[config.mk]
export PLATFORM = sky130hd
export DESIGN_NAME = uart_word_tx
export DESIGN_NICKNAME = d
export VERILOG_FILES = /design/src/rtl/uart_word_tx.sv
export SDC_FILE = /design/constraint.sdc
export NUM_CORES = 1
export LEC_CHECK = 0
export ABC_AREA = 1
export CAP_MARGIN = 20
export CORE_ASPECT_RATIO = 1.5
export CORE_MARGIN = 3
export CORE_UTILIZATION = 25
export DETAILED_ROUTE_END_ITERATION = 12
export SYNTH_ARGS = -nofsm -noshare
export SYNTH_HDL_FRONTEND = slang
export SYNTH_SLANG_ARGS = --single-unit
[constraint.sdc]
create_clock -name clk -period 2.1 [get_ports clk]
set_input_delay 0.315 -clock clk [delete_from_list [all_inputs] [get_ports clk]]
set_output_delay 0.315 -clock clk [all_outputs]
set_load 0.05 [all_outputs]
[src/rtl/uart_word_tx.sv]
// ----------------------------------------------------------------------------
// uart_word_tx
//
// Sends one NBYTES*8-bit word over an 8N1 UART line as NBYTES framed bytes.
// Byte 0 (data[7:0]) goes first and each byte is sent LSB first, so the line
// carries data bits 0..W-1 in order, each byte wrapped in a 0 start bit and a
// 1 stop bit. The next start bit follows a stop bit immediately.
//
// Parameters
//   CLK_DIV : clock cycles per serial bit (2..65535)
//   NBYTES  : bytes per word (4 in this design)
//
// Ports
//   clk    in   system clock, rising edge
//   RST    in   synchronous active-high reset; aborts any frame in flight
//   start  in   transmit request, only honoured in IDLE
//   data   in   word to send, latched on the accepting edge
//   TX     out  registered serial line, idle high
//   busy   out  high from the cycle after acceptance until the last stop ends
//   done   out  one-cycle pulse when the whole word has been sent
// ----------------------------------------------------------------------------
module uart_word_tx #(
    parameter int unsigned CLK_DIV = 5208,
    parameter int unsigned NBYTES  = 4
) (
    input  logic                  clk,
    input  logic                  RST,
    input  logic                  start,
    input  logic [8*NBYTES-1:0]   data,
    output logic                  TX,
    output logic                  busy,
    output logic                  done
);

    localparam int unsigned W  = 8 * NBYTES;
    localparam int unsigned BW = (NBYTES > 1) ? $clog2(NBYTES) : 1;

    localparam logic [15:0]   BAUD_LAST = 16'(CLK_DIV - 1);
    localparam logic [BW-1:0] BYTE_LAST = BW'(NBYTES - 1);

    typedef enum logic [1:0] {
        S_IDLE,
        S_START,
        S_DATA,
        S_STOP
    } state_e;

    state_e          state_q, state_d;
    logic [15:0]     baud_q,  baud_d;
    logic [2:0]      bit_q,   bit_d;
    logic [BW-1:0]   byte_q,  byte_d;
    logic [W-1:0]    shreg_q, shreg_d;
    logic            tx_q,    tx_d;
    logic            busy_q,  busy_d;
    logic            done_q,  done_d;

    // End of the current bit period; every non-idle state lasts CLK_DIV cycles.
    logic baud_end;
    assign baud_end = (baud_q == BAUD_LAST);

    // ------------------------------------------------------------------------
    // State and datapath registers
    // ------------------------------------------------------------------------
    always_ff @(posedge clk) begin
        if (RST) begin
            state_q <= S_IDLE;
            baud_q  <= '0;
            bit_q   <= '0;
            byte_q  <= '0;
            shreg_q <= '0;
            tx_q    <= 1'b1;
            busy_q  <= 1'b0;
            done_q  <= 1'b0;
        end else begin
            state_q <= state_d;
            baud_q  <= baud_d;
            bit_q   <= bit_d;
            byte_q  <= byte_d;
            shreg_q <= shreg_d;
            tx_q    <= tx_d;
            busy_q  <= busy_d;
            done_q  <= done_d;
        end
    end

    // ------------------------------------------------------------------------
    // Next-state and datapath logic
    // ------------------------------------------------------------------------
    always_comb begin
        state_d = state_q;
        baud_d  = baud_q;
        bit_d   = bit_q;
        byte_d  = byte_q;
        shreg_d = shreg_q;

        // Baud counter runs freely in every framed state and wraps to 0 at
        // each bit boundary, which is also every state change.
        if (state_q != S_IDLE) begin
            baud_d = baud_end ? 16'd0 : baud_q + 16'd1;
        end

        unique case (state_q)
            S_IDLE: begin
                baud_d = 16'd0;
                if (start) begin
                    state_d = S_START;
                    shreg_d = data;
                    bit_d   = 3'd0;
                    byte_d  = '0;
                end
            end

            S_START: begin
                if (baud_end) begin
                    state_d = S_DATA;
                end
            end

            S_DATA: begin
                if (baud_end) begin
                    // Shift after every bit, including the 8th, so the next
                    // byte is already at bit 0 when its data phase begins.
                    shreg_d = shreg_q >> 1;
                    if (bit_q == 3'd7) begin
                        state_d = S_STOP;
                        bit_d   = 3'd0;
                    end else begin
                        bit_d   = bit_q + 3'd1;
                    end
                end
            end

            S_STOP: begin
                if (baud_end) begin
                    if (byte_q < BYTE_LAST) begin
                        byte_d  = byte_q + BW'(1);
                        state_d = S_START;
                    end else begin
                        state_d = S_IDLE;
                    end
                end
            end

            default: state_d = S_IDLE;
        endcase
    end

    // ------------------------------------------------------------------------
    // Output logic: outputs are registered from the next state so TX only
    // moves on bit boundaries and never glitches.
    // ------------------------------------------------------------------------
    always_comb begin
        tx_d   = 1'b1;
        busy_d = (state_d != S_IDLE);
        done_d = (state_q == S_STOP) && (state_d == S_IDLE);

        unique case (state_d)
            S_IDLE:  tx_d = 1'b1;
            S_START: tx_d = 1'b0;
            S_DATA:  tx_d = shreg_d[0];
            S_STOP:  tx_d = 1'b1;
            default: tx_d = 1'b1;
        endcase
    end

    assign TX   = tx_q;
    assign busy = busy_q;
    assign done = done_q;

endmodule

==> results.txt <==
Multi-input gate area -> 1306 sq um
met2 wire length -> 3.157 mm
arrival time of the worst setup path -> 2.13 ns
slowest stage delay, CP -> 0.38 ns
highest routed metal layer -> met4
P_leak -> 1.277 nW
CP Data Required Time -> 2.36 ns
post-route insts no fill -> 543
share of layout cells above drive strength 1 -> 0.1045
final worst path period need -> 1.868 ns
average wire per standard cell -> 11.23 um
Rows -> 45
Initial DRC Count -> 176
top-level I/O count -> 38
vias -> 2470
HP Class -> flip-flop to flip-flop
WS Path Type -> flip-flop to flip-flop
CTS root buffer -> clkbuf_16
Fin Hold WS -> 0.4518 ns
Synth Net Count -> 403
CTS tree -> yes
layout net count -> 439
total power -> 3.030 mW
Hold-fix buffers, CTS -> 0
Fmax -> 0.5353 GHz
maximum clock path buffer count -> 2
RSZ-0062 raised after global routing -> no
CP endpoint kind -> flip-flop
yosys warns -> 0
Slowest-stage cell, CP -> o211ai_1
Layout area overhead -> 30.14%
sequential cell area -> 1161 sq um
sequential element share of the synthesized area -> 0.4336
count of final hold-check violations -> 0
met3 WL post-DR -> 200 um
Initial Util -> 0.2599
Setup Buffers After CTS -> 0
pwr dens -> 869.5 nW/um^2
commonest non-fill, non-tap cell in the layout -> nand2_1
WL final -> 6.099 mm
ranking of synthesized cells by area -> dfxtp_1 43%, nand2_1 14%, a31oi_1 7.0%
Critical Path Source Type -> flip-flop
first-pass GRT wire length -> 10.72 mm
vias per inst -> 4.549
vias in the first global route -> 2431
number of antenna violations at the first check in global routing -> 0
die area -> 12010 sq um
Die W -> 90.50 um
Overflow after GRT -> 0
outcome -> complete, no violations
core area -> 10300 sq um
antenna cell count -> 0
worst-path fanout max -> 5
worst-path cell chain -> ha_1, nand2_2, clkinv_1, nand2_2, nor2_4, nand2_4, o211ai_1, ha_1, nand2_1, nand2_1, nand2_1
All-Layer GR Usage -> 0.1091
Setup violations, final -> 0
placed cell count -> 527
M1 WL -> 2.625 mm
Tightest Pin Transition -> 0.4972 ns
Post-Syn Area per Cell -> 7.417 sq um
Netlist Area Pre-Place -> 2678 sq um
max_slew headroom -> 0.6675
CTS sink cnt -> 58
clock skew -> 0.005968 ns
number of CTS-inserted buffers -> 9
clock slew at reported path FFs -> 0.05 ns
pin count of the biggest net entering global routing -> 39
Pins Over Slew Limit -> 0
largest area contributor in the netlist -> dfxtp_1
antenna viol nets, final -> 0
Worst VDD drop -> 0.0004375 V
PortBufs -> 37
HPWL Detailed -> 4.299 mm
Synth Instances -> 361
Worst path most repeated cell -> nand2_1
Residual DRC -> 0
setup_tns -> 0 ns
drt pass-1 iters -> 5
Die Ht -> 132.8 um
fraction of post-synthesis cell area in the top cell type by area -> 0.4336
number of synthesized register bits -> 58
Max-Cap Viols -> 0
H-tree depth -> 3
fillers -> 1091
Clock Latency Late Sink -> 0.33 ns
fin crit share -> 0.8895
library cells used by synthesis -> 32
Post-CTS Resized -> 0
Final Wtd Congestion -> 0.7774
most frequent cells in the layout -> 102 x nand2_1, 58 x dfxtp_1, 37 x nand3_1, 37 x clkdlybuf4s50_1, 34 x nor2_1
[sequential cells by signal (all words and copies together) (netlist names)]
signal	flops
TX	1
baud_q	16
bit_q	3
busy	1
byte_q	2
done	1
shreg_q	32
state_q	2
[cell usage after synthesis]
cell type  count
inv_2          8
nor3_1         6
a21oi_2        1
nand3_1       37
buf_4          6
ha_1           7
nor2_1        34
nor2_4         3
o21ai_0        6
or2_2          2
nand3b_1       3
xor2_1         2
nand2_1      102
a21oi_1       12
nor2_2         2
nor4_1         1
nand3_4        1
buf_2          3
a211oi_1       1
clkinv_1       1
buf_6          3
a221oi_1       1
o211ai_1       1
nand4_1        1
or2_1          1
nand2_4        2
clkbuf_1       4
and3_1         1
inv_1         18
nand2_2        3
a31oi_1       30
dfxtp_1       58
[cell families after synthesis]
family	synth area share
adder cells (fa/ha/maj)	0.03271
buffers and inverters	0.07850
AND/OR/NAND/NOR	0.3327
AO/OA/AOI/OAI	0.1159
flip-flops	0.4336
XOR/XNOR	0.006543
[per-layer routing]
| layer | track usage | vias to the layer above |
|---|---|---|
| met1 | 0.1206 | 1142 |
| li1 | - | 1272 |
| met2 | 0.1940 | 46 |
| met3 | 0.03015 | 10 |
| met5 | 0 | - |
| met4 | 0.04685 | 0 |
[worst paths after layout]
kind              from        end  slack [ns]  depth (start not counted)
max          baud_q[0]         TX        0.23                         11
min          baud_q[0]  baud_q[0]        0.45                          1
max reg2reg  baud_q[0]         TX        0.23                         11
min reg2reg  baud_q[0]  baud_q[0]        0.45                          1
[where the power goes]
part           switching, mW  internal, mW
combinational          0.120         0.107
sequential            0.0236          1.15
clock                  0.501          1.13
total                  0.645          2.39
[critical path, delay by kind of cell, from the launching register on]
family | cells | cell delay, ns
AO/OA/AOI/OAI | 1 | 0.38
flip-flops | 1 | 0.35
adder cells (fa/ha/maj) | 2 | 0.49
AND/OR/NAND/NOR | 7 | 0.52
buffers and inverters | 1 | 0.07
[cell type report]
type,count,area share
inverter,27,0.02908
timing repair buffer,41,0.1149
tap,141,0.05063
sequential,58,0.3332
clock inverter,4,0.02083
multi-input combinational,260,0.3749
clock buffer,12,0.07648
[stage by stage]
| step | setup slack, ns | area, sq um | util |
|---|---|---|---|
| 2_1_floorplan | 0.4551 | 2678 | - |
| 3_3_place_gp | 0.2462 | 3146 | 0.3053 |
| 3_5_place_dp | 0.2288 | 3146 | 0.3053 |
| 4_1_cts | 0.2023 | 3485 | 0.3382 |
| 5_1_grt | 0.03278 | 3485 | 0.3382 |
| 6_report | 0.2320 | 3485 | 0.3382 |
No activity file was read; power rests on OpenSTA's default activity.
